## src/rtl/freq_bcd_formatter.sv

```systemverilog
// Binary-to-BCD formatter for the frequency meter display: iterative double-dabble
// (one bit per clock), auto-ranging to Hz or kHz, and a leading-zero blank mask.
module freq_bcd_formatter #(
  parameter int unsigned IN_WIDTH   = 32,
  parameter logic [7:0]  KHZ_DP_SEL = 8'b0000_0010
) (
  input  logic                Clk,
  input  logic                Rst,
  input  logic [IN_WIDTH-1:0] BinIn,
  input  logic                BinValid,
  output logic                Busy,
  output logic                Done,
  output logic [31:0]         BcdOut,
  output logic [7:0]          DpSel,
  output logic                Range,
  output logic [7:0]          BlankMask
);

  typedef enum logic [1:0] {
    IDLE,
    CONV,
    FMT
  } state_t;

  localparam logic [5:0] CNT_LAST = 6'(IN_WIDTH - 1);

  state_t              state;
  logic [IN_WIDTH-1:0] shift;
  logic [39:0]         bcd;
  logic [39:0]         bcd_adj;
  logic [5:0]          cnt;

  logic [31:0]         fmt_bcd;
  logic [7:0]          fmt_dp;
  logic                fmt_range;
  logic [7:0]          fmt_blank;
  logic                lead;

  // Add-3 correction applied to every digit before the shift.
  always_comb begin
    bcd_adj = bcd;
    for (int unsigned d = 0; d < 10; d++) begin
      if (bcd[d*4 +: 4] >= 4'd5) begin
        bcd_adj[d*4 +: 4] = bcd[d*4 +: 4] + 4'd3;
      end
    end
  end

  // kHz range keeps D9..D2 (truncating D1, D0); blank mask tracks the shown digits.
  always_comb begin
    fmt_range = |bcd[39:32];
    fmt_bcd   = fmt_range ? bcd[39:8] : bcd[31:0];
    fmt_dp    = fmt_range ? KHZ_DP_SEL : '0;
    fmt_blank = '0;
    lead      = 1'b1;
    for (int unsigned k = 0; k < 7; k++) begin
      lead               = lead & (fmt_bcd[(7-k)*4 +: 4] == 4'd0);
      fmt_blank[7-k]     = lead;
    end
  end

  always_ff @(posedge Clk) begin
    if (Rst) begin
      state     <= IDLE;
      shift     <= '0;
      bcd       <= '0;
      cnt       <= '0;
      Busy      <= 1'b0;
      Done      <= 1'b0;
      BcdOut    <= '0;
      DpSel     <= '0;
      Range     <= 1'b0;
      BlankMask <= 8'b1111_1110;
    end else begin
      Done <= 1'b0;
      case (state)
        IDLE: begin
          if (BinValid) begin
            shift <= BinIn;
            bcd   <= '0;
            cnt   <= '0;
            Busy  <= 1'b1;
            state <= CONV;
          end
        end
        CONV: begin
          bcd   <= {bcd_adj[38:0], shift[IN_WIDTH-1]};
          shift <= shift << 1;
          cnt   <= cnt + 6'd1;
          if (cnt == CNT_LAST) begin
            state <= FMT;
          end
        end
        FMT: begin
          BcdOut    <= fmt_bcd;
          DpSel     <= fmt_dp;
          Range     <= fmt_range;
          BlankMask <= fmt_blank;
          Done      <= 1'b1;
          Busy      <= 1'b0;
          state     <= IDLE;
        end
        default: state <= IDLE;
      endcase
    end
  end

endmodule

```

## config.mk

```make
export PLATFORM = sky130hd
export DESIGN_NAME = freq_bcd_formatter
export DESIGN_NICKNAME = d
export VERILOG_FILES = /design/src/rtl/freq_bcd_formatter.sv
export SDC_FILE = /design/constraint.sdc
export NUM_CORES = 1
export LEC_CHECK = 0
export ABC_AREA = 1
export BUFFER_PORTS_ARGS = -buffer_cell sky130_fd_sc_hd__buf_2
export CELL_PAD_IN_SITES_DETAIL_PLACEMENT = 1
export CELL_PAD_IN_SITES_GLOBAL_PLACEMENT = 2
export CORE_MARGIN = 2
export CORE_UTILIZATION = 35
export CTS_CLUSTER_DIAMETER = 40
export CTS_CLUSTER_SIZE = 24
export DETAILED_ROUTE_END_ITERATION = 8
export PLACE_DENSITY = 0.94
export SLEW_MARGIN = 5
export SYNTH_ARGS = -nofsm -noshare
export SYNTH_HDL_FRONTEND = slang
export SYNTH_SLANG_ARGS = --single-unit
```

## constraint.sdc

```tcl
create_clock -name Clk -period 2.8 [get_ports Clk]
set_clock_uncertainty 0.15 [all_clocks]
set_input_delay 0.42 -clock Clk [delete_from_list [all_inputs] [get_ports Clk]]
set_output_delay 0.42 -clock Clk [all_outputs]
set_load 0.005 [all_outputs]
```

Yosys cells after proc, flatten, opt, wreduce, memory -nomap -nowiden
Index checks and enable logic that the tools add are counted.

storage, ports and cells
  bits in registers = 130
  logic and storage cells = 80
  input port bits = 35

cells by class
  eq/ne operators = 5
  $add $sub $neg = 11
  multiplexer cells = 24
  bitwise logic cells = 6
  magnitude comparators = 10
  reduce and logical (&&, ||, !) cells = 14

operators with widths
  kind                   number
  $pmux W40 S2           1
  $mux W32               2
  $pmux W32 S2           1
  $ge A4 B3 Y1 const B   10
  $mux W40               1
  $add A4 B2 Y4 const B  9
  $mux W4                9
  $logic_not A4 Y1       7
  $pmux W6 S2            1
  $reduce_or A8 Y1       1
  $add A6 B1 Y6 const B  1
  $and A1 B1 Y1          6
  $eq A6 B5 Y1 const B   1
  $mux W2                3
  $mux W6                1
  $reduce_and A2 Y1      3
  $ne A2 B2 Y1 const B   2
  $pmux W2 S2            1
  $reduce_bool A2 Y1     2
  $add A3 B2 Y3 const B  1
  $mux W3                1
  $eq A2 B1 Y1 const B   1
  $eq A2 B2 Y1 const B   1
  $logic_not A2 Y1       1
  other kinds (2)        3

Logic depth before layout (Yosys ltp)
Gate-level depths: netlist of run 1.

  word-level depth = 9
  mapped depth = 14
  gate-level depth less buffers = 13

Worst setup path after synthesis of run 1
OpenSTA, ideal clock, no wires.

  path kind = reg2reg
  start = reg bcd[32]
  end = reg BlankMask[3]
  path buffers = 1
  cell stages (with the launch flop) = 15
  period minus slack after synthesis = 1,797 ps
  data required time = 2,591 ps
  library setup time = 59 ps
  data arrival time = 1,588 ps
  slack = 1,003 ps
  cell sequence = dfxtp_1 -> inv_1 -> ha_1 -> nand2_1 -> inv_1 -> nand3_4 -> buf_6 -> nor2_1 -> nor2_1 -> nand2_1 -> nor2_2 -> inv_2 -> nor2_4 -> nand3_1 -> nand2_1

on the way
  cells in the longest elaborated chain, start to end = 7

RTL lines
  item                        RTL line  RTL
  start: declaration          29        logic [39:0] bcd;
  start signal: assignment    87        bcd <= {bcd_adj[38:0], shift[IN_WIDTH-1]};
  $reduce_or A8 Y1            51        fmt_range = |bcd[39:32];
  $mux W32 *                  52        fmt_bcd = fmt_range ? bcd[39:8] : bcd[31:0];
  $logic_not A4 Y1            57        lead = lead & (fmt_bcd[(7-k)*4 +: 4] == 4'd0);
  $and A1 B1 Y1 (3 in a row)  57
  $and A1 B1 Y1 *             57
  end signal: assignment      98        BlankMask <= fmt_blank;
  end: declaration            16        output logic [7:0] BlankMask

Every way passes the cells marked *; elsewhere a longest branch is shown, timed or not.
A chain may end at the register's enable or synchronous reset.

Worst setup path after layout of run 1
  start = reg bcd[33]
  end = reg BlankMask[1]

on the way
  cells in the longest elaborated chain, start to end = 9

RTL lines
  item                        RTL line
  $reduce_or A8 Y1            51
  $mux W32 *                  52
  $logic_not A4 Y1            57
  $and A1 B1 Y1 (5 in a row)  57
  $and A1 B1 Y1 *             57

Marked as above.

==> flow_summary.toml, run 1 <==
[outcome]
status = "finished, final reports clean"

[yosys]
ys_seq_area_share_pct = 41.82
synth_edf_count = 0
synth.distinct_cells = 38
netlist_area_um2 = 5841
ys_warn_count = 0
ys_seq_elements = 122
syn_inst = 781
ys.flop_type = "dfxtp_1"
syn_avg_cell_area_um2 = 7.478
async_reset_ff_share_pct = 0

[grt]
antenna_found_initial = 0
grt_pass1_vias = 5501
grt_overflow = 0
grt_pass1_wl_mm = 28.09
grt_usage_pct = 19.88
grt_start_max_net_pins = 48

[timing]
rsz0062_at_grt = "false"
finalSetupViolations = 0
finalCritPeriodShare_pct = 83.38
drv_slew = 0
period_needed_ns = 2.335
slew_headroom_pct = 55.32
clock.fmax_mhz = 428.3
final-hold-violation-count = 0
worst_pin_slew_ns = 0.6695
tns_ns = 0

[cells_and_area]
fillers = 2082
drive_above_1_share_pct = 16.28
diodes = 0
stdcell_area_um2 = 6978
layout.cells.most_common_list = "131 x nand2_1, 122 x dfxtp_1, 116 x nor2_1"
nets = 904
final_common_cell = "nand2_1"
syn_to_final_growth_pct = 19.47

[worst_setup_path]
crit_top_cell = "nand2_1"
worstSetupPathType = "reg2reg"
critical-path-top-delay-family = "simple AND/OR/NAND/NOR gates"
cp-start-kind = "register"
cpMaxStageDelayCell = "o21ai_0"
required_ns = 3.02
critPathMaxStageDelay_ns = 0.39
path_buf_inv = 2
crit_path_cell_trace = "inv_1 -> ha_1 -> nand2_1 -> inv_1 -> nand3_4 -> o21ai_0 -> nand2_1 -> nor3_1 -> nand3_1 -> nand2_1"
worstPathArrival_ns = 2.55
end_kind = "register"
cp_max_fo = 40

[floorplan]
row_count = 47
core_um2 = 16470
dieArea_um2 = 17740
die_y_um = 133.2
start_util_pct = 35.47
die_width_um = 133.2
num_io_pins = 86

[clocking]
clkSinkCount = 122
cts-resized-gates = 0
htree_levels = 4
clock_path_buffers = 2
ctsHoldBuffers = 0
cts_tree = "done"
clk-insertion-delay-late_ns = 0.43
post-cts-setup-buffer-count = 0
clk_pin_slew_worst_paths_ns = 0.06
cts_root_buf = "clkbuf_16"
cts_buffers = 17

[drt]
drc = 0
antenna_left = 0
first_pass_iters = 4
num_vias = 5484
wire_per_inst_um = 15.70
wl_mm = 16.96
drtIter0Drc = 281
via_per_inst = 5.078

[power]
power_density_nw_per_um2 = 623.1
irDropWorstVdd_mv = 0.4134
p_leak_nw = 3.104

[place]
place_hpwl_mm = 11.41
place_congestion = 0.8234
place_area_um2 = 6366
port_buffers = 77

[min_path]
holdCritPathClass = "in2reg"

[job]
maxCapViolations = 0
==> layout make-up <==
class                   count  area (µm²)  area share [%]
repair buffers             88       467.9           6.706
flip-flops and latches    122        2442           35.00
clock inverters            15       186.4           2.672
clock buffers              17       425.4           6.096
well taps                 220       275.3           3.945
multi-input cells         520        2813           40.31
inverters                  98       367.9           5.272
==> cell usage after synthesis (all sizes together), types with 2 or more instances <==
master	instances	area share [%]
a21oi	31	2.7
o21ai	66	5.7
o211ai	33	4.2
nand4	14	1.5
or2	4	0.43
inv	96	6.2
buf	24	2.8
clkinv	2	0.13
dfxtp	122	42
xor2	4	0.60
nor3	3	0.26
nor2	125	8.6
a221oi	2	0.30
ha	22	4.7
o311ai	3	0.45
o31ai	2	0.26
nand2	134	8.7
o221ai	30	4.5
o32ai	5	0.75
o22ai	17	1.8
clkbuf	24	1.5
nand3	12	1.2
==> power breakdown <==
part / leakage, nW / internal, W / switching (W)
Combinational: 1.81 / 0.0000762 / 0.000148
Clock: 0.299 / 0.00142 / 0.000886
Sequential: 0.991 / 0.00179 / 0.0000330
Total: 3.10 / 0.00328 / 0.00107
==> worst paths after layout <==
kind / from / slack [ns] / cells past startpoint / endpoint
min: BinIn[17] / 0.07 / 3 / shift[17]
max: bcd[33] / 0.47 / 10 / BlankMask[1]
min reg2reg: BlankMask[7] / 0.32 / 2 / BlankMask[7]
max reg2reg: bcd[33] / 0.47 / 10 / BlankMask[1]
==> flip-flops by register name, indices dropped and copies added (netlist names) <==
register,count
Busy,1
shift,32
bcd,40
Done,1
cnt,6
BlankMask,7
state,2
BcdOut,32
DpSel,1
==> logic make-up (layout without fill, tap and decap cells) <==
kind of cell	count (synthesis)	after routing	share of synthesized area (%)
other	1	8	0.06421
XOR/XNOR	4	4	0.5998
AND/OR/NAND/NOR	293	293	20.91
flip-flops	122	122	41.82
buffers and inverters	146	218	10.60
adder cells (fa/ha/maj)	22	22	4.713
AO/OA/AOI/OAI	193	193	21.29
==> through the flow <==
| step | instances | hold slack [ns] | power, W | utilization (%) | setup WS, ns |
|---|---|---|---|---|---|
| 2_1_floorplan | 788 | 0.2783 | 0.002002 | - | 1.003 |
| 3_3_place_gp | 1048 | 0.3008 | 0.002075 | 38.66 | 0.5325 |
| 3_5_place_dp | 1048 | 0.3129 | 0.002081 | 38.66 | 0.5440 |
| 4_1_cts | 1080 | 0.05164 | 0.004401 | 42.38 | 0.4744 |
| 5_1_grt | 1080 | 0.06689 | 0.004513 | 42.38 | 0.2339 |
| 6_report | 1080 | 0.06605 | 0.004348 | 42.38 | 0.4654 |
==> layer usage <==
metal	global-route usage [%]	wire (µm)	vias to the layer above
met5	0	0	-
met4	5.851	174	0
met3	4.072	625	16
met2	33.91	8234	97
met1	25.47	7925	2623
li1	-	-	2748
==> worst min-delay path, stage by stage <==
cell and delay, ns:
buf_2 0.08, nor2_1 0.03, nor2_1 0.08
No activity file was read; power rests on OpenSTA's default activity.
==> run 2: changes to the inputs <==
--- a/config.mk
+++ b/config.mk
@@ -10,11 +10,11 @@
 export CELL_PAD_IN_SITES_DETAIL_PLACEMENT = 1
 export CELL_PAD_IN_SITES_GLOBAL_PLACEMENT = 2
 export CORE_MARGIN = 2
-export CORE_UTILIZATION = 35
+export CORE_UTILIZATION = 33
 export CTS_CLUSTER_DIAMETER = 40
 export CTS_CLUSTER_SIZE = 24
 export DETAILED_ROUTE_END_ITERATION = 8
-export PLACE_DENSITY = 0.94
+export PLACE_DENSITY = 0.9
 export SLEW_MARGIN = 5
 export SYNTH_ARGS = -nofsm -noshare
 export SYNTH_HDL_FRONTEND = slang
==> constraint.sdc (replaced) <==
create_clock -name Clk -period 2.2 [get_ports Clk]
set_clock_uncertainty 0.15 [all_clocks]
set_input_delay 0.33 -clock Clk [delete_from_list [all_inputs] [get_ports Clk]]
set_output_delay 0.33 -clock Clk [all_outputs]
set_load 0.005 [all_outputs]
==> run 2 against run 1 <==
Against the previous run: clock-buffer cell count rose by 1; largest power group unchanged; combinational power rose by 49%; critical path type unchanged; worst setup slack worse by 0.36 ns; via count rose by 3.1%; sequential cell count stayed put; sequential share of layout area down 1.9 points; power grew 23%; first-iteration DRC count rose by 1.4%.
==> flow_summary.toml, run 2 (synthesized netlist as in run 1, its figures left out) <==
[outcome]
status = "finished, final reports clean"

[timing]
hold_slack_ns = 0.02315
final-hold-violation-count = 0
finalCritPeriodShare_pct = 95.15
rsz0062_at_grt = "true"
clock.fmax_mhz = 477.7
finalSetupViolations = 0
drv_slew = 0
tns_ns = 0
period_needed_ns = 2.093

[worst_setup_path]
cpMaxStageDelayCell = "dfxtp_2"
end_kind = "register"
crit_path_cell_trace = "inv_1 -> ha_2 -> nand2_1 -> inv_2 -> nand3_4 -> clkbuf_16 -> nand2_1 -> nand2_1 -> nor2_1 -> nand3_1 -> nor2_2 -> nand3_1 -> nand2_1"
worstSetupPathType = "reg2reg"
cp-start-kind = "register"
worstPathArrival_ns = 2.31
crit_top_cell = "nand2_1"
cp_max_fo = 14
reg2reg_slack_ns = 0.11
critPathMaxStageDelay_ns = 0.33
required_ns = 2.42

[drt]
wl_mm = 17.74
dr_wl_met2_mm = 8.550
wire_per_inst_um = 15.77
drtIter0Drc = 285
num_vias = 5655
via_per_inst = 5.027
first_pass_iters = 4
wl_met1_mm = 8.223
wl_met3_um = 635
top_layer = "met4"
drc = 0
antenna_left = 0

[place]
place_congestion = 0.8080
port_buffers = 77
place_hpwl_mm = 11.91

[cells_and_area]
top_register = "bcd"
fillers = 2151
nets = 945
reg_top3 = "bcd (40), BcdOut (32), shift (32)"
diodes = 0
largest_reg_flops = 40
syn_to_final_growth_pct = 26.44
drive_above_1_share_pct = 17.56
layout.cells.most_common_list = "131 x nand2_1, 121 x dfxtp_1, 115 x nor2_1"
final_common_cell = "nand2_1"

[floorplan]
row_count = 48
start_util_pct = 33.77
die_width_um = 137.0
core_um2 = 17300
num_io_pins = 86
dieArea_um2 = 18780
die_y_um = 137.0

[clocking]
clk_pin_slew_worst_paths_ns = 0.06
clock_path_buffers = 2
cts_buffers = 17
cts_tree = "done"
clk-insertion-delay-late_ns = 0.43
cts_root_buf = "clkbuf_16"
htree_levels = 4
clkSinkCount = 122

[power]
irDropWorstVdd_mv = 0.5807
p_int_w = 0.004058
p_leak_nw = 3.274
power.switching_w = 0.001288
seq_power_share_pct = 43.4
power_density_nw_per_um2 = 723.9
swShare_pct = 24.09
p_clk_share_pct = 50.4
combPwrFrac_pct = 6.2

[job]
maxCapViolations = 0

[grt]
grt_pass1_vias = 5664
grt_pass1_wl_mm = 28.54
grt_start_max_net_pins = 51
grt_overflow = 0
antenna_found_initial = 0
grt_usage_pct = 19.46

[min_path]
holdCritPathClass = "in2reg"
## run 2: final cells by class
cell class                 count  area [µm²]  area share [%]
clock buffer                  18       429.2           5.812
inverter                      98       367.9           4.981
tap                          225       281.5           3.812
timing repair buffer         129       893.4           12.10
multi-input combinational    520        2839           38.44
clock inverter                13       130.1           1.762
sequential                   122        2444           33.09
## run 2: per-stage QoR
stage	instances	setup slack [ns]	cell area (µm²)	total power, W	util (%)
2_1_floorplan	788	0.4030	5867	0.002548	-
6_report	1125	0.1066	7385	0.005346	42.69
4_1_cts	1124	0.1162	7325	0.005403	42.35
5_1_grt	1125	-0.02111	7385	0.005547	42.69
3_5_place_dp	1066	0.1213	6495	0.002660	37.55
3_3_place_gp	1066	0.1926	6495	0.002649	37.55
## run 2: path summary, 6_finish.rpt
| check | start | end | cells past startpoint |
|---|---|---|---|
| min | BinIn[2] | shift[2] | 3 |
| min reg2reg | Busy | Busy | 2 |
| max reg2reg | bcd[32] | BlankMask[1] | 13 |
| max | bcd[32] | BlankMask[1] | 13 |
## run 2: what timing repair did
item                                    4_1_cts  5_1_grt
endpoints found under the setup margin        0        6
hold buffers                                 27        0
endpoints found under the hold margin        27        0
gates resized for setup                       0       12
buffers inserted                              0        0
## run 2: per-layer routing
layer  GRT usage, %  vias up
met1          24.39     2710
li1               -     2822
met4          7.274        0
met5              0        -
met3          4.407       26
met2          32.50       97
## run 2: worst max-delay path: cells and delay by family, from the launching register on
kind                     cells  cell delay, ns
flip-flops                   1            0.33
AND/OR/NAND/NOR              9            0.93
buffers and inverters        3            0.41
adder cells (fa/ha/maj)      1            0.21
## run 2: power groups by stage
| stage | logic [W] | clock network [W] | registers, W |
|---|---|---|---|
| global route | 0.000374 | 0.00285 | 0.00233 |
| detailed placement | 0.000296 | 0 | 0.00236 |
| finish | 0.000334 | 0.00269 | 0.00232 |
| global placement | 0.000286 | 0 | 0.00236 |
| CTS | 0.000335 | 0.00275 | 0.00232 |
| floorplan | 0.000195 | 0 | 0.00235 |
